$ cat src/rtl/bus_pkg.sv
`default_nettype none
// ============================================================================
// Module      : bus_pkg
// Description : Shared frame state encoding and phase lengths for bus_arb.
// Revision    : 1.0 - initial release
// ============================================================================
package bus_pkg;

    typedef enum logic [1:0] {
        IDLE  = 2'd0,
        START = 2'd1,
        BIT   = 2'd2,
        STOP  = 2'd3
    } state_t;

    localparam int START_CYC = 1;
    localparam int BIT_CYC   = 2;
    localparam int STOP_CYC  = 3;
    localparam int IDLE_GAP  = 1;

endpackage
`default_nettype wire

$ cat src/rtl/bus_arb_if.sv
`default_nettype none
// ============================================================================
// Module      : bus_arb_if
// Description : Requester/arbiter bundle: requests, payloads, grants and the
//               serial scl/sda pair.
// Revision    : 1.0 - initial release
// ============================================================================
interface bus_arb_if #(
    parameter int NREQ = 4,
    parameter int DW   = 4
);
    localparam int OW = (NREQ > 1) ? $clog2(NREQ) : 1;

    logic [NREQ-1:0]    req;
    logic [NREQ*DW-1:0] data;
    logic [NREQ-1:0]    gnt;
    logic [NREQ-1:0]    ack;
    logic [OW-1:0]      owner;
    logic               busy;
    logic               scl;
    logic               sda;

    modport master (
        output req, data,
        input  gnt, ack, owner, busy, scl, sda
    );

    modport slave (
        input  req, data,
        output gnt, ack, owner, busy, scl, sda
    );
endinterface
`default_nettype wire

$ cat src/rtl/bus_ser.sv
`default_nettype none
// ============================================================================
// Module      : bus_ser
// Description : Serialises one latched DW-bit word as START, MSB-first bits
//               and STOP on scl/sda; done strobes one cycle before the last
//               STOP cycle.
// Revision    : 1.0 - initial release
// ============================================================================
module bus_ser
    import bus_pkg::*;
#(
    parameter int DW = 4
) (
    input  wire          clk,
    input  wire          rst,
    input  wire          load,
    input  wire [DW-1:0] word,
    output logic         scl,
    output logic         sda,
    output logic         done
);
    localparam int BW = (DW > 1) ? $clog2(DW) : 1;

    state_t        r_state;
    logic [1:0]    r_cnt;
    logic [BW-1:0] r_bitcnt;
    logic [DW-1:0] r_word;
    logic          r_scl;
    logic          r_sda;
    logic          r_done;

    always_ff @(posedge clk) begin
        if (rst) begin
            r_state  <= IDLE;
            r_cnt    <= '0;
            r_bitcnt <= '0;
            r_word   <= '0;
            r_scl    <= 1'b1;
            r_sda    <= 1'b1;
            r_done   <= 1'b0;
        end else begin
            r_done <= 1'b0;
            case (r_state)
                IDLE: begin
                    r_scl <= 1'b1;
                    r_sda <= 1'b1;
                    if (load) begin
                        r_state <= START;
                        r_word  <= word;
                        r_cnt   <= '0;
                        r_sda   <= 1'b0;
                    end
                end
                START: begin
                    if (r_cnt == 2'(START_CYC - 1)) begin
                        r_state  <= BIT;
                        r_cnt    <= '0;
                        r_bitcnt <= '0;
                        r_scl    <= 1'b0;
                        r_sda    <= r_word[DW-1];
                        r_word   <= r_word << 1;
                    end else begin
                        r_cnt <= r_cnt + 1'b1;
                    end
                end
                BIT: begin
                    if (r_cnt == 2'(BIT_CYC - 1)) begin
                        // sda moves together with the scl fall, never while scl is high
                        r_cnt <= '0;
                        r_scl <= 1'b0;
                        if (r_bitcnt == BW'(DW - 1)) begin
                            r_state <= STOP;
                            r_sda   <= 1'b0;
                        end else begin
                            r_bitcnt <= r_bitcnt + 1'b1;
                            r_sda    <= r_word[DW-1];
                            r_word   <= r_word << 1;
                        end
                    end else begin
                        r_cnt <= r_cnt + 1'b1;
                        r_scl <= 1'b1;
                    end
                end
                STOP: begin
                    if (r_cnt == 2'(STOP_CYC - 1)) begin
                        r_state  <= IDLE;
                        r_cnt    <= '0;
                        r_bitcnt <= '0;
                        r_scl    <= 1'b1;
                        r_sda    <= 1'b1;
                    end else begin
                        r_cnt  <= r_cnt + 1'b1;
                        r_scl  <= 1'b1;
                        r_sda  <= (r_cnt == 2'(STOP_CYC - 2));
                        r_done <= (r_cnt == 2'(STOP_CYC - 3));
                    end
                end
                default: r_state <= IDLE;
            endcase
        end
    end

    assign scl  = r_scl;
    assign sda  = r_sda;
    assign done = r_done;

endmodule
`default_nettype wire

$ cat src/rtl/bus_arb.sv
`default_nettype none
// ============================================================================
// Module      : bus_arb
// Description : Arbitrates NREQ requesters onto one serial scl/sda bus; the
//               winner's word is latched and sent by bus_ser. Round-robin by
//               default, fixed lowest-index priority with BUS_ARB_FIXED_PRIO_EN.
// Revision    : 1.0 - initial release
// ============================================================================
module bus_arb
    import bus_pkg::*;
#(
    parameter int NREQ = 4,
    parameter int DW   = 4
) (
    input wire       sclk,
    input wire       rst,
    bus_arb_if.slave bus
);
    localparam int OW = (NREQ > 1) ? $clog2(NREQ) : 1;

    logic [NREQ-1:0] r_gnt;
    logic [NREQ-1:0] r_ack;
    logic [OW-1:0]   r_owner;
    logic            r_busy;
    logic [1:0]      r_gap;
    logic [OW-1:0]   w_win;
    logic [DW-1:0]   w_word;
    logic            w_start;
    logic            w_done;
    logic            w_scl;
    logic            w_sda;

`ifdef BUS_ARB_FIXED_PRIO_EN
    always_comb begin
        w_win = '0;
        for (int i = NREQ - 1; i >= 0; i--) begin
            if (bus.req[i]) w_win = OW'(i);
        end
    end
`else
    logic [OW-1:0] r_last;
    logic [OW-1:0] w_rr_idx;

    // Walk from farthest to nearest after r_last so the nearest active requester wins
    always_comb begin
        w_win    = '0;
        w_rr_idx = '0;
        for (int i = NREQ; i >= 1; i--) begin
            w_rr_idx = OW'((int'(r_last) + i) % NREQ);
            if (bus.req[w_rr_idx]) w_win = w_rr_idx;
        end
    end

    always_ff @(posedge sclk) begin
        if (rst) begin
            r_last <= OW'(NREQ - 1);
        end else if (w_start) begin
            r_last <= w_win;
        end
    end
`endif

    // The first IDLE cycle after STOP is inherent; r_gap counts any extra ones
    assign w_start = !r_busy && (r_gap == 2'd0) && (|bus.req);
    assign w_word  = bus.data[w_win*DW +: DW];

    always_ff @(posedge sclk) begin
        if (rst) begin
            r_gnt   <= '0;
            r_ack   <= '0;
            r_owner <= '0;
            r_busy  <= 1'b0;
            r_gap   <= '0;
        end else begin
            r_ack <= w_done ? r_gnt : '0;
            if (|r_ack) begin
                r_gnt  <= '0;
                r_busy <= 1'b0;
                r_gap  <= 2'(IDLE_GAP - 1);
            end else if (w_start) begin
                r_gnt   <= NREQ'(1) << w_win;
                r_busy  <= 1'b1;
                r_owner <= w_win;
            end else if (!r_busy && (r_gap != 2'd0)) begin
                r_gap <= r_gap - 1'b1;
            end
        end
    end

    bus_ser #(
        .DW (DW)
    ) u_ser (
        .clk  (sclk),
        .rst  (rst),
        .load (w_start),
        .word (w_word),
        .scl  (w_scl),
        .sda  (w_sda),
        .done (w_done)
    );

    assign bus.gnt   = r_gnt;
    assign bus.ack   = r_ack;
    assign bus.owner = r_owner;
    assign bus.busy  = r_busy;
    assign bus.scl   = w_scl;
    assign bus.sda   = w_sda;

endmodule
`default_nettype wire

$ cat src/flat_wrapper.sv
// flat-port wrapper written by rule: the top's interface ports become plain ports
module bus_arb_flat import bus_pkg::*;
#(
    parameter int NREQ = 4,
    parameter int DW   = 4
)
  (sclk, rst, bus_req, bus_data, bus_gnt, bus_ack, bus_owner, bus_busy, bus_scl, bus_sda);
  bus_arb_if #(.NREQ(NREQ), .DW(DW)) bus_i ();
  input wire sclk;
  input wire rst;
  input wire logic [$bits(bus_i.req)-1:0] bus_req;
  input wire logic [$bits(bus_i.data)-1:0] bus_data;
  output wire logic [$bits(bus_i.gnt)-1:0] bus_gnt;
  output wire logic [$bits(bus_i.ack)-1:0] bus_ack;
  output wire logic [$bits(bus_i.owner)-1:0] bus_owner;
  output wire logic [$bits(bus_i.busy)-1:0] bus_busy;
  output wire logic [$bits(bus_i.scl)-1:0] bus_scl;
  output wire logic [$bits(bus_i.sda)-1:0] bus_sda;
  assign bus_i.req = bus_req;
  assign bus_i.data = bus_data;
  assign bus_gnt = bus_i.gnt;
  assign bus_ack = bus_i.ack;
  assign bus_owner = bus_i.owner;
  assign bus_busy = bus_i.busy;
  assign bus_scl = bus_i.scl;
  assign bus_sda = bus_i.sda;
  bus_arb #(.NREQ(NREQ), .DW(DW)) u_core (.sclk(sclk), .rst(rst), .bus(bus_i));
endmodule
$ cat config.mk
export PLATFORM = sky130hd
export DESIGN_NAME = bus_arb_flat
export DESIGN_NICKNAME = d
export VERILOG_FILES = /design/src/rtl/bus_pkg.sv /design/src/rtl/bus_arb_if.sv /design/src/rtl/bus_ser.sv /design/src/rtl/bus_arb.sv /design/src/flat_wrapper.sv
export SDC_FILE = /design/constraint.sdc
export NUM_CORES = 1
export LEC_CHECK = 0
export CAP_MARGIN = 20
export CORE_MARGIN = 5
export CORE_UTILIZATION = 45
export CTS_CLUSTER_DIAMETER = 100
export DETAILED_ROUTE_END_ITERATION = 8
export HOLD_SLACK_MARGIN = 0.05
export PLACE_DENSITY = 0.79
export SYNTH_ARGS = -nofsm -noshare
export SYNTH_HDL_FRONTEND = slang
export SYNTH_HIERARCHICAL = 1
export SYNTH_SLANG_ARGS = --single-unit
$ cat constraint.sdc
create_clock -name sclk -period 1.9 [get_ports sclk]
set_input_delay 0.38 -clock sclk [delete_from_list [all_inputs] [get_ports sclk]]
set_output_delay 0.38 -clock sclk [all_outputs]
set_load 0.02 [all_outputs]
==> results of run 1 <==
[layer usage]
metal	GRT usage, %	wire [µm]
met1	17.79	1588
met4	5.106	52
met2	28.86	1995
met3	2.869	143
met5	0	0
[state kept, by name (all words and copies together) (netlist names)]
| register | count |
|---|---|
| u_core/bus.gnt | 4 |
| u_core/u_ser/scl | 1 |
| u_core/u_ser/r_cnt | 2 |
| u_core/bus.busy | 1 |
| u_core/u_ser/sda | 1 |
| u_core/u_ser/r_state | 2 |
| u_core/r_gap | 2 |
| u_core/bus.ack | 4 |
| u_core/u_ser/done | 1 |
| u_core/r_last | 2 |
| u_core/u_ser/r_word | 4 |
| u_core/bus.owner | 2 |
| u_core/u_ser/r_bitcnt | 2 |
[final timing paths]
kind | start | to | cells past startpoint
min | u_core/bus.gnt[1] | u_core/bus.ack[1] | 1
max | u_core/r_last[0] | u_core/u_ser/r_word[2] | 6
min reg2reg | u_core/bus.gnt[1] | u_core/bus.ack[1] | 1
max reg2reg | u_core/r_last[0] | u_core/u_ser/r_word[2] | 6
[layout by cell type (no fill, tap or decap), drive strengths merged]
cell,n
a2111oi,2
a211o,2
a211oi,5
a21oi,11
a221o,1
a222oi,1
a22o,1
a22oi,4
a311oi,1
and2,4
buf,15
bufinv,1
clkbuf,3
clkdlybuf4s50,30
dfxtp,28
dlygate4sd2,4
ha,15
inv,10
mux2i,5
mux4,4
nand2,5
nand2b,12
nand3,3
nand3b,2
nor2,20
nor2b,6
nor3,3
nor3b,1
nor4,2
o21a,1
o21ai,3
o221a,1
or2,3
or4,2
xnor2,1
[cells in the mapped netlist (2+ instances only)]
library cell	count	area [µm²]
mux2i_1	5	50.05
nand2_1	5	18.77
a22oi_1	4	30.03
inv_1	10	37.54
o21ai_0	2	10.01
and2_1	4	25.02
dfxtp_1	28	560.5
a211oi_1	5	37.54
nor2b_1	5	31.28
ha_1	15	187.7
nor2_1	20	75.07
nand2b_1	11	68.82
or2_1	2	12.51
buf_6	2	22.52
a211o_1	2	17.52
a21oi_1	10	50.05
nand3_1	3	15.01
nor3_1	3	15.01
mux4_1	4	105.1
[layout make-up]
cell class              count  share of cell area (%)
multi-input cells         121                   46.52
flip-flops and latches     28                   26.08
repair buffers             49                   20.61
well taps                  46                   2.648
inverters                  10                   1.727
clock inverters             1                   1.382
clock buffers               3                   1.036
[power breakdown]
part / internal [mW] / switching (mW) / leakage [nW]
logic: 0.881 / 0.823 / 0.610
registers: 0.765 / 0.111 / 0.231
clock network: 0.213 / 0.181 / 0.0279
total: 1.86 / 1.11 / 0.869
[cell families after synthesis]
| family | synth area share, % |
|---|---|
| adder cells (fa/ha/maj) | 11.57 |
| XOR/XNOR | 0.5398 |
| flip-flops | 34.54 |
| AO/OA/AOI/OAI | 17.43 |
| buffers and inverters | 4.240 |
| multiplexers | 9.561 |
| AND/OR/NAND/NOR | 22.13 |
[stage by stage]
stage	setup WS (ps)	area (µm²)
2_1_floorplan	0.8592	1623
3_3_place_gp	-487.3	2095
3_5_place_dp	-580.9	2095
4_1_cts	-15.65	2132
5_1_grt	-67.29	2173
6_report	32.24	2173
[worst register-to-register path, cell delays in order, from the launching register on]
cell,delay (ps)
dfxtp_2,370
inv_1,40
a221o_1,320
a21oi_4,240
mux4_2,540
mux2i_1,150
a211oi_1,90
[repair_timing]
action	in CTS	in global routing
cloned	0	0
setup endpoints to repair	11	5
setup buffers	0	2
pin swaps	5	7
resized for setup	8	14
==> metrics.md, run 1 <==
| Metric | Value |
|---|---|
| CTS H-tree depth | `1` |
| Hold buffers post-CTS | `0` |
| Fmax | `535.4 MHz` |
| Post-route clock skew | `1.888 ps` |
| Synthesized flop and latch total | `28` |
| Crit path buf inv count | `1` |
| Pwr/cell area | `1368 nW/µm²` |
| CTS sink count | `28` |
| Req. time, crit path | `2110 ps` |
| Worst Path Max Fanout | `5` |
| Layout area overhead | `33.92%` |
| ANT nets after route | `0` |
| Die Wd | `70.05 µm` |
| I/O pin cnt | `35` |
| Ant. Diodes | `0` |
| Multi-input logic area | `1011 µm²` |
| Sequential fraction of the synthesis area | `34.54%` |
| Max incr delay on CP | `540 ps` |
| Initial antenna violation count | `0` |
| Slew Limit Fails | `0` |
| Nets | `250` |
| GPL Wtd Cong | `0.9012` |
| CP max stage cell | `mux4_2` |
| Ys flop type | `dfxtp_1` |
| Synth Instances | `163` |
| Share of post-route cells with drive strength above 1 | `21.23%` |
| Final period util | `98.30%` |
| Final Hold Fails | `0` |
| Final setup vio count | `0` |
| Core Rows | `21` |
| FF+latch area | `566.8 µm²` |
| Non-filler cells, final | `258` |
| Critical path data arrival time | `2080 ps` |
| Die ar. | `4907 µm²` |
| IO Port Bufs | `34` |
| CTS tree | `done` |
| EDFF count, synth | `0` |
| Final WL | `3779 µm` |
| Die height | `70.05 µm` |
| Relative slew slack | `66.75%` |
| Yosys cell types | `42` |
| Hold Slack | `497.7 ps` |
| Crit path time final | `1868 ps` |
| Total grt overflow | `0` |
| Largest net degree at the start of global routing | `17` |
| Outcome | `complete, no violations` |
| LEAKAGE | `0.8686 nW` |
| Fillers | `306` |
| Total negative slack | `0 ps` |
| Synth Cell Area | `1623 µm²` |
| Post-Syn Area per Cell | `9.956 µm²` |
| Syn_nets | `200` |
| 1st-iter DRT viols | `44` |
| Least-Margin Pin Slew | `498.7 ps` |
| TritonCTS buffer count | `3` |
| Yosys warnings | `6` |
| Final core utilization | `63.63%` |
| Pre-antenna DRT Iters | `4` |
| WL/cell | `14.65 µm` |
| Vias | `1369` |
| Critical path type | `register to register` |
| Total chip power | `2.974 mW` |
| # Max-Cap Violations | `0` |
| Asr flop ratio synth | `0%` |
| CTS max path bufs | `2` |
| Crit-path cells | `inv_1 > a221o_1 > a21oi_4 > mux4_2 > mux2i_1 > a211oi_1` |
| Root Buffer | `clkbuf_4` |
| Family with the most delay on the worst path | `multiplexers` |
| Total track usage | `15.58%` |
| Min-Delay Path Class | `register to register` |
| Clk_lat worst skew | `330 ps` |
| Critical Path End Type | `register` |
| Starting Density | `47.51%` |
| Placed instance count | `253` |
| Vias per inst | `5.306` |
| First-pass GRT wire length | `6382 µm` |
| Clock transition at the registers of the reported paths | `150 ps` |
| DRC Markers | `0` |
| Reg-to-reg slack, setup | `30 ps` |
| DPL Wire Length | `2960 µm` |
| RSZ-0062 raised after global routing | `true` |
| Core ar. | `3416 µm²` |
| Maximum vdd drop | `883.9 µV` |
| CP Launch Type | `register` |
| Vias in the first global route | `1448` |
Note: power is estimated with default switching activity, not from simulation.
==> inputs of run 2 (changes only) <==
--- a/config.mk
+++ b/config.mk
@@ -7,11 +7,12 @@
 export LEC_CHECK = 0
 export CAP_MARGIN = 20
 export CORE_MARGIN = 5
-export CORE_UTILIZATION = 45
+export CORE_UTILIZATION = 56
 export CTS_CLUSTER_DIAMETER = 100
 export DETAILED_ROUTE_END_ITERATION = 8
+export DONT_BUFFER_PORTS = 1
 export HOLD_SLACK_MARGIN = 0.05
-export PLACE_DENSITY = 0.79
+export PLACE_DENSITY = 0.78
 export SYNTH_ARGS = -nofsm -noshare
 export SYNTH_HDL_FRONTEND = slang
 export SYNTH_HIERARCHICAL = 1
==> metrics.md, run 2 (synthesized netlist as in run 1, its figures left out) <==
| Metric | Value |
|---|---|
| Reg-to-reg slack, setup | `20 ps (about the same)` |
| Most frequent cells in the layout | `26 x dfxtp_1, 20 x nor2_1, 12 x ha_1` |
| Relative slew slack | `69.65% (+2.9 points)` |
| Final WL | `3237 µm (-14%)` |
| Critical path data arrival time | `2100 ps (+20 ps)` |
| # Max-Cap Violations | `0 (unchanged)` |
| DRC Markers | `0 (unchanged)` |
| Post-route clock skew | `1.721 ps (-0.1663 ps)` |
| Die Wd | `63.83 µm (-8.9%)` |
| Non-filler cells, final | `204 (-21%)` |
| Hold buffers post-CTS | `0 (unchanged)` |
| Die height | `63.83 µm (-8.9%)` |
| Clock Power Share | `13.9% (+0.7 points)` |
| CTS max path bufs | `2 (unchanged)` |
| Final setup vio count | `0 (unchanged)` |
| Pwr/cell area | `1543 nW/µm² (+13%)` |
| Critical Path End Type | `register` |
| Met3 WL | `113 µm (-21%)` |
| Int Power | `1.677 mW (-9.8%)` |
| Nets | `211 (-16%)` |
| Vias in the first global route | `1242 (-14%)` |
| Combinational Power Share | `50.9% (-6.4 points)` |
| CTS sink count | `28 (unchanged)` |
| LEAKAGE | `0.6945 nW (-20%)` |
| Outcome | `complete, no violations` |
| Core ar. | `2758 µm² (-19%)` |
| Share of post-route cells with drive strength above 1 | `20.81% (-0.42 points)` |
| Final Hold Fails | `0 (unchanged)` |
| DPL Wire Length | `2530 µm (-15%)` |
| Crit path time final | `1877 ps (+8.747 ps)` |
| RSZ-0062 raised after global routing | `true` |
| Highest routed layer | `met4` |
| WL/cell | `15.87 µm (+8.3%)` |
| Met2 wire len | `1843 µm (-7.6%)` |
| Fmax | `532.9 MHz (-0.47%)` |
| Reg power frac | `35.2% (+5.8 points)` |
| IO Port Bufs | `0 (-100%)` |
| I/O pin cnt | `35 (unchanged)` |
| Maximum vdd drop | `1033 µV (+17%)` |
| Layout area overhead | `9.098%` |
| Hold Slack | `107.0 ps (-390.7 ps)` |
| Slew Limit Fails | `0 (unchanged)` |
| Starting Density | `58.85% (+11 points)` |
| Metal-1 WL | `1257 µm (-21%)` |
| ANT nets after route | `0 (unchanged)` |
| Die ar. | `4074 µm² (-17%)` |
| Clk_lat worst skew | `320 ps (about the same)` |
| Min-Delay Path Class | `input pin to register` |
| CP Launch Type | `register` |
| Initial antenna violation count | `0 (unchanged)` |
| Least-Margin Pin Slew | `454.4 ps (-44.37 ps)` |
| Largest net degree at the start of global routing | `21 (+4)` |
| Vias | `1186 (-13%)` |
| Total grt overflow | `0 (unchanged)` |
| 1st-iter DRT viols | `64 (+45%)` |
| Placed instance count | `196 (-23%)` |
| Critical path type | `register to register` |
| Clock transition at the registers of the reported paths | `140 ps (about the same)` |
| Most common cell after layout, fill and taps aside | `dfxtp_1` |
| Net Sw Power | `1.055 mW (-5.4%)` |
| Req. time, crit path | `2120 ps (about the same)` |
| Core Rows | `19 (-9.5%)` |
| TritonCTS buffer count | `3 (unchanged)` |
| Worst Path Max Fanout | `5 (unchanged)` |
| Final period util | `98.76% (+0.46 points)` |
| First-pass GRT wire length | `5444 µm (-15%)` |
| Ant. Diodes | `0 (unchanged)` |
| CTS H-tree depth | `1 (unchanged)` |
| Fillers | `236 (-23%)` |
| CTS tree | `done` |
| Vias per inst | `5.814 (+9.6%)` |
| Root Buffer | `clkbuf_4` |
| Pre-antenna DRT Iters | `4 (unchanged)` |
| GPL Wtd Cong | `0.8613 (-4.4%)` |
| Sw Ratio | `38.61% (+1.1 points)` |
| Total track usage | `16.06% (+0.48 points)` |
run 2: power by group through the flow:
stage	clock network, mW	logic (mW)	registers (mW)
floorplan	0	1.02	0.954
global placement	0	1.18	0.964
detailed placement	0	1.23	0.976
CTS	0.396	1.32	0.962
global route	0.424	1.54	0.988
finish	0.380	1.39	0.960
run 2: layout make-up:
type | instances | area, µm² | area share (%)
inverter | 10 | 37.54 | 2.120
multi-input combinational | 121 | 999.7 | 56.47
clock buffer | 3 | 22.52 | 1.272
tap | 31 | 38.79 | 2.191
timing repair buffer | 10 | 78.83 | 4.452
sequential | 28 | 563.0 | 31.80
clock inverter | 1 | 30.03 | 1.696
run 2: worst max-delay path: stages (launching register included):
cell and delay [ps]:
dfxtp_2 380, inv_2 30, a221o_1 320, a21oi_4 240, mux4_2 550, mux2i_1 160, a211oi_1 100
run 2: worst paths after layout:
path,end,startpoint,cells past startpoint
max reg2reg,u_core/u_ser/r_word[1],u_core/r_last[0],6
max,u_core/u_ser/r_word[1],u_core/r_last[0],6
min reg2reg,u_core/u_ser/r_bitcnt[1],u_core/u_ser/r_bitcnt[1],2
min,u_core/u_ser/r_bitcnt[1],rst,1
run 2: routing by layer:
layer / global-route usage [%] / vias to the layer above
met5: 0 / -
li1: - / 594
met3: 3.327 / 4
met2: 30.53 / 15
met1: 17.69 / 573
met4: 4.416 / 0
run 2: through the flow:
stage / util (%) / setup WS [ps] / setup TNS (ps) / instance area [µm²] / total power, mW
after floorplan: - / 0.8592 / 0 / 1623 / 1.969
after global placement: 60.75 / 17.74 / 0 / 1675 / 2.146
after detailed placement: 60.75 / -66.36 / -157.3 / 1675 / 2.211
after CTS: 63.11 / 30.80 / 0 / 1740 / 2.677
after global routing: 64.20 / -65.83 / -90.19 / 1770 / 2.955
final: 64.20 / 23.49 / 0 / 1770 / 2.731
run 2: timing repair:
item | 4_1_cts | 5_1_grt
setup endpoints to repair | 3 | 6
hold endpoints to repair | 0 | 0
pin swaps | 3 | 4
buffers inserted | 3 | 1
gates resized for setup | 6 | 7
==> variant 1, RTL diff (settings of run 1) <==
Re-encode `state_t` (4 states) as one-hot, 4 bits wide.
--- a/src/rtl/bus_pkg.sv
+++ b/src/rtl/bus_pkg.sv
@@ -8,7 +8,7 @@
 
-    typedef enum logic [1:0] {
-        IDLE  = 2'd0,
-        START = 2'd1,
-        BIT   = 2'd2,
-        STOP  = 2'd3
+    typedef enum logic [3:0] {
+        IDLE  = 4'b0001,
+        START = 4'b0010,
+        BIT   = 4'b0100,
+        STOP  = 4'b1000
     } state_t;
Check against the original RTL: same outputs for any inputs over 10 cycles, from zero or initial values and one cycle with rst high; not proved beyond that.
==> variant 1 against run 1 <==
  * The flow now finishes with violations (negative setup slack)
  * Routed wire length rose by 18%
  * Setup slack got worse by 0.036 ns
  * Hold slack got worse by 0.026 ns
  * Final area rose by 12%
  * Global-route usage rose by 2.8 points
  * Maximum frequency fell by 1.9%
  * Core utilization fell by 1.9 points
  * Critical path type unchanged
  * Die area rose by 8.9%
  * Area after synthesis rose by 10%
  * Largest power group unchanged
  * Power rose by 6.6%
  * Sequential cell count rose by 2
==> variant 1: results (changes against run 1) <==
outcome=complete, but fails checks; failing checks=negative setup slack; via count=1,713 (+25%); Synth top cells by count=30 x dfxtp_1, 18 x nor2_1, 13 x a21oi_1, 12 x nand2_1, 10 x inv_1; Placed Cells=294 (+16%); initial antenna violation count=0 (unchanged); Worst Hold Class=reg2reg; share of cells above drive strength 1=22.0% (+0.82 points); pin count of the biggest net entering global routing=14 (-3); Root Buffer=clkbuf_8; Synth Area in Compound Gates=21.4% (+4.0 points); Ys Warns=6 (unchanged); Top FF cell, synth=dfxtp_1; slowest stage delay, CP=0.53 ns; routability cong.=0.917 (+1.7%); final setup fails=1 (+1); syn_nets=224 (+12%); pre-CTS setup slack=-0.641 ns (-0.0599 ns); area leader, netlist=dfxtp_1; WL/cell=14.7 µm (+0.45%); vias in the first global route=1,645 (+14%); H-tree levels=2 (+1); cts bufs inserted=5 (+2); Slowest cell on crit path=mux4_2; total wire length=4.47 mm (+18%); Max Clock Skew=0.00398 ns (+0.00209 ns); Iteration-0 DRC Markers=122 (+180%); Tot GR Track Use=18.4% (+2.8 points); CP max FO=4 (-1); HPWL after detailed placement=3.40 mm (+15%); Fill cells=334 (+9.2%); Area contributors post-synth=dfxtp_1 34%, mux4_1 5.9%, ha_1 4.2%; register area share after synthesis=33.5% (-1.0 points); arrival time worst endpoint=2.04 ns (-0.04 ns); first-pass iteration count of the detailed router=4 (unchanged); VDD IR max=0.000774 V (-12%); Final WS setup=-0.00406 ns (-0.0363 ns); synth unique cells=53 (+26%); area share of xor/xnor cells in the synthesized design=0.978% (+0.44 points); Async S/R FF share, synth=0% (unchanged); first-pass GRT wire length=7.60 mm (+19%); Port Buffers=34 (unchanged); Slew @ Worst Pin=0.631 ns (+0.132 ns); later-pin clock latency in the skew report=0.29 ns (-0.04 ns); clock buffer depth=2 (unchanged); post-synthesis mux area share=8.66% (-0.90 points); Post-Synth Adder-Cell Area=4.19% (-7.4 points); fin nets=281 (+12%); Leak=0.973 nW (+12%); Synth Instances=196 (+20%); CTS clock-pin slew for the worst setup and hold paths=0.06 ns (-0.09 ns); Antenna Cells=0 (unchanged)
[variant 1: changes by cell type after synthesis, sizes merged, moves of 4 or more]
cell           run 1  this run
ha                15         6
buf                3         7
a311oi             1         6
nand2              5        12
nor4b              0         4
nand2b            12         6
nor3b              1         7
[variant 1: timing repair]
action                                  4_1_cts  5_1_grt
setup buffers                                 2        0
endpoints found under the setup margin       12        4
resized for setup                            24        2
pin swaps                                     6        6
[variant 1: final cells by class]
type | instances | area, µm² | share of cell area (%)
Multi-Input combinational cell | 145 | 1090 | 45.0
Tap cell | 50 | 62.6 | 2.57
Clock buffer | 6 | 82.6 | 3.39
Inverter | 11 | 43.8 | 1.80
Timing Repair Buffer | 60 | 537 | 22.0
Sequential cell | 30 | 602 | 24.7
Clock inverter | 2 | 12.5 | 0.514
[variant 1: power by group]
group	internal, W	switching [W]	total [W]
sequential	0.000791	0.000158	0.000949
combinational	0.000873	0.000804	0.00168
clock	0.000291	0.000252	0.000543
[variant 1: kinds of logic after synthesis]
kind of cell,Yosys count
AOI/OAI and AO/OA,50
xor gates and xnor gates,2
adders and majority gates,6
buffers and inverters,21
DFF,30
muxes,9
and+or+nand+nor,78
[variant 1: through the flow]
step / power [W] / hold slack [ns] / util (%) / TNS, ns / instance area (µm²)
floorplan: 0.00200 / 0.452 / - / -0.689 / 1800
global placement: 0.00250 / 0.459 / 59.1 / -6.34 / 2330
detailed placement: 0.00254 / 0.468 / 59.1 / -7.21 / 2330
CTS: 0.00317 / 0.463 / 61.9 / 0 / 2440
global route: 0.00340 / 0.480 / 61.8 / -0.308 / 2430
finish: 0.00317 / 0.472 / 61.8 / -0.00406 / 2430
[variant 1: worst paths after layout]
kind                      from                     end  slack [ns]  depth (start not counted)
max           u_core/r_last[0]  u_core/u_ser/r_word[2]      -0.004                          6
min          u_core/bus.gnt[3]       u_core/bus.gnt[3]        0.47                          2
max reg2reg   u_core/r_last[0]  u_core/u_ser/r_word[2]      -0.004                          6
min reg2reg  u_core/bus.gnt[3]       u_core/bus.gnt[3]        0.47                          2
[variant 1: layer usage]
layer / wire length (µm) / GRT usage [%] / vias up
li1: - / - / 843
met4: 119 / 10.0 / 0
met1: 1880 / 21.9 / 800
met5: 0 / 0 / -
met3: 316 / 4.68 / 11
met2: 2160 / 30.0 / 59
[variant 1: worst max-delay path: cells and delay by family, from the launching register on]
family          cells  cell delay, ns
mux                 2            0.68
flops               1            0.33
buf+inv             1            0.03
compound gates      3            0.70
==> variant 2, RTL diff (settings of run 1) <==
Made on the original files. `DW` is set to 4 in 4 places; all go to 2.
--- a/src/rtl/bus_arb_if.sv
+++ b/src/rtl/bus_arb_if.sv
@@ -9,3 +9,3 @@
     parameter int NREQ = 4,
-    parameter int DW   = 4
+    parameter int DW   = 2
 );
--- a/src/rtl/bus_ser.sv
+++ b/src/rtl/bus_ser.sv
@@ -11,3 +11,3 @@
 #(
-    parameter int DW = 4
+    parameter int DW = 2
 ) (
--- a/src/rtl/bus_arb.sv
+++ b/src/rtl/bus_arb.sv
@@ -12,3 +12,3 @@
     parameter int NREQ = 4,
-    parameter int DW   = 4
+    parameter int DW   = 2
 ) (
--- a/src/flat_wrapper.sv
+++ b/src/flat_wrapper.sv
@@ -4,3 +4,3 @@
     parameter int NREQ = 4,
-    parameter int DW   = 4
+    parameter int DW   = 2
 )
Interface: changed (resized bus_data); port bits go from 35 to 27. The function was not compared with the original's and may differ.
==> variant 2 against run 1 <==
  * Power shrank 18%
  * Area after synthesis is 14% lower
  * Die area fell by 12%
  * Final area shrank 16%
  * Synthesized cell count decreased by 12%
  * Sequential cell count decreased by 3
  * Global-route usage grew 0.99 points
  * Cell count is 17% lower
  * Non-clock buffer count fell by 11
  * Largest cell class unchanged
  * Hold slack got worse by 0.027 ns
  * Setup slack got worse by 0.012 ns
  * Routed wire length decreased by 14%
==> variant 2: results (changes against run 1) <==
HPWL after detailed placement=2.67 mm (-9.8%); Synth top cells by count=25 x dfxtp_1, 19 x nor2_1, 13 x ha_1, 9 x inv_1, 8 x a21oi_1; Area contributors post-synth=dfxtp_1 36%, ha_1 12%, nor2_1 5.1%; placed instance area=1760 µm² (-16%); routability cong.=0.936 (+3.9%); DR vias/cell=5.54 (+4.4%); mean post-synth cell area=9.70 µm² (-2.5%); Leak=0.745 nW (-14%); post-synthesis mux area share=6.22% (-3.3 points); outcome=finished, final reports clean; Async S/R FF share, synth=0% (unchanged); Post-Synth Adder-Cell Area=11.7% (+0.16 points); Placed Cells=210 (-17%); arrival time worst endpoint=2.11 ns (+0.03 ns); met2 WL=1.69 mm (-15%); area share of xor/xnor cells in the synthesized design=0.631% (+0.091 points); syn_nets=170 (-15%); Fill cells=271 (-11%); share of cells above drive strength 1=20.9% (-0.35 points); Max Clock Skew=0.00475 ns (+0.00286 ns); via count=1,191 (-13%); pre-CTS setup slack=-0.727 ns (-0.146 ns); vias in the first global route=1,267 (-13%); register area share after synthesis=36.1% (+1.5 points); Top Layer Used=met4; first-pass iteration count of the detailed router=4 (unchanged); final setup TNS=0 ns (unchanged); met3 routed WL=150 µm (+4.9%); CTS clock-pin slew for the worst setup and hold paths=0.14 ns; Met1 Wirelength=1.37 mm (-14%); Tot GR Track Use=16.6% (+0.99 points); total wire length=3.24 mm (-14%); Port Buffers=26 (-24%); pin count of the biggest net entering global routing=16 (-1); Iteration-0 DRC Markers=26 (-41%); first-pass GRT wire length=5.61 mm (-12%); VDD IR max=0.000796 V (-10%); Synth Area in Compound Gates=17.0% (-0.47 points); Slew @ Worst Pin=0.382 ns (-0.116 ns)
[variant 2: cell types whose count changed in the layout (fill, tap and decap cells not counted), sizes merged, moves of 3 or more]
cell           delta
nand3             -3
buf               -3
clkdlybuf4s50     -8
a21oi             -3
dfxtp             -3
nand2b            -4
[variant 2: area by class of cell]
class                      count  area (µm²)  share of cell area (%)
sequential                    25         503                    27.7
inverter                       9        33.8                    1.86
multi-input combinational    106         861                    47.4
tap                           33        41.3                    2.27
clock buffer                   3        22.5                    1.24
timing repair buffer          38         347                    19.1
clock inverter                 1        7.51                   0.414
[variant 2: kinds of logic after synthesis]
family / after synthesis
mux: 6
simple gates: 56
xor+xnor: 1
fa+ha+maj: 13
compound gates: 30
flops: 25
buf+inv: 12
[variant 2: layer usage]
| metal | up-vias | track usage [%] |
|---|---|---|
| li1 | 580 | - |
| met5 | - | 0 |
| met3 | 6 | 3.42 |
| met2 | 40 | 31.6 |
| met1 | 565 | 18.2 |
| met4 | 0 | 4.66 |
[variant 2: worst paths after layout]
path / start / to / slack (ns) / depth (start not counted)
setup / recovery: bus_req[3] / u_core/u_ser/r_word[1] / 0.02 / 8
hold / removal: u_core/u_ser/r_word[0] / u_core/u_ser/r_word[0] / 0.47 / 2
setup reg to reg: u_core/r_last[0] / u_core/u_ser/r_word[1] / 0.03 / 7
hold reg to reg: u_core/u_ser/r_word[0] / u_core/u_ser/r_word[0] / 0.47 / 2
[variant 2: critical path: cells and delay by family]
kind | cells | cell delay (ns)
muxes | 3 | 0.93
buffers and inverters | 1 | 0.31
and+or+nand+nor | 3 | 0.30
AOI/OAI and AO/OA | 1 | 0.20
[variant 2: stage by stage]
step | hold slack [ns] | util, %
floorplan | 0.428 | -
global placement | 0.439 | 58.8
detailed placement | 0.452 | 58.8
CTS | 0.472 | 59.9
global route | 0.511 | 60.5
finish | 0.470 | 60.5
[variant 2: power breakdown]
| group | internal (W) | switching (W) |
|---|---|---|
| logic | 0.000710 | 0.000685 |
| clock network | 0.0000803 | 0.000162 |
| registers | 0.000675 | 0.000123 |
[variant 2: repair_timing]
item | 4_1_cts | 5_1_grt
resized for setup | 8 | 2
hold endpoints to repair | 0 | 0
pin swaps | 0 | 1
buffers inserted | 0 | 1
setup endpoints to repair | 5 | 2
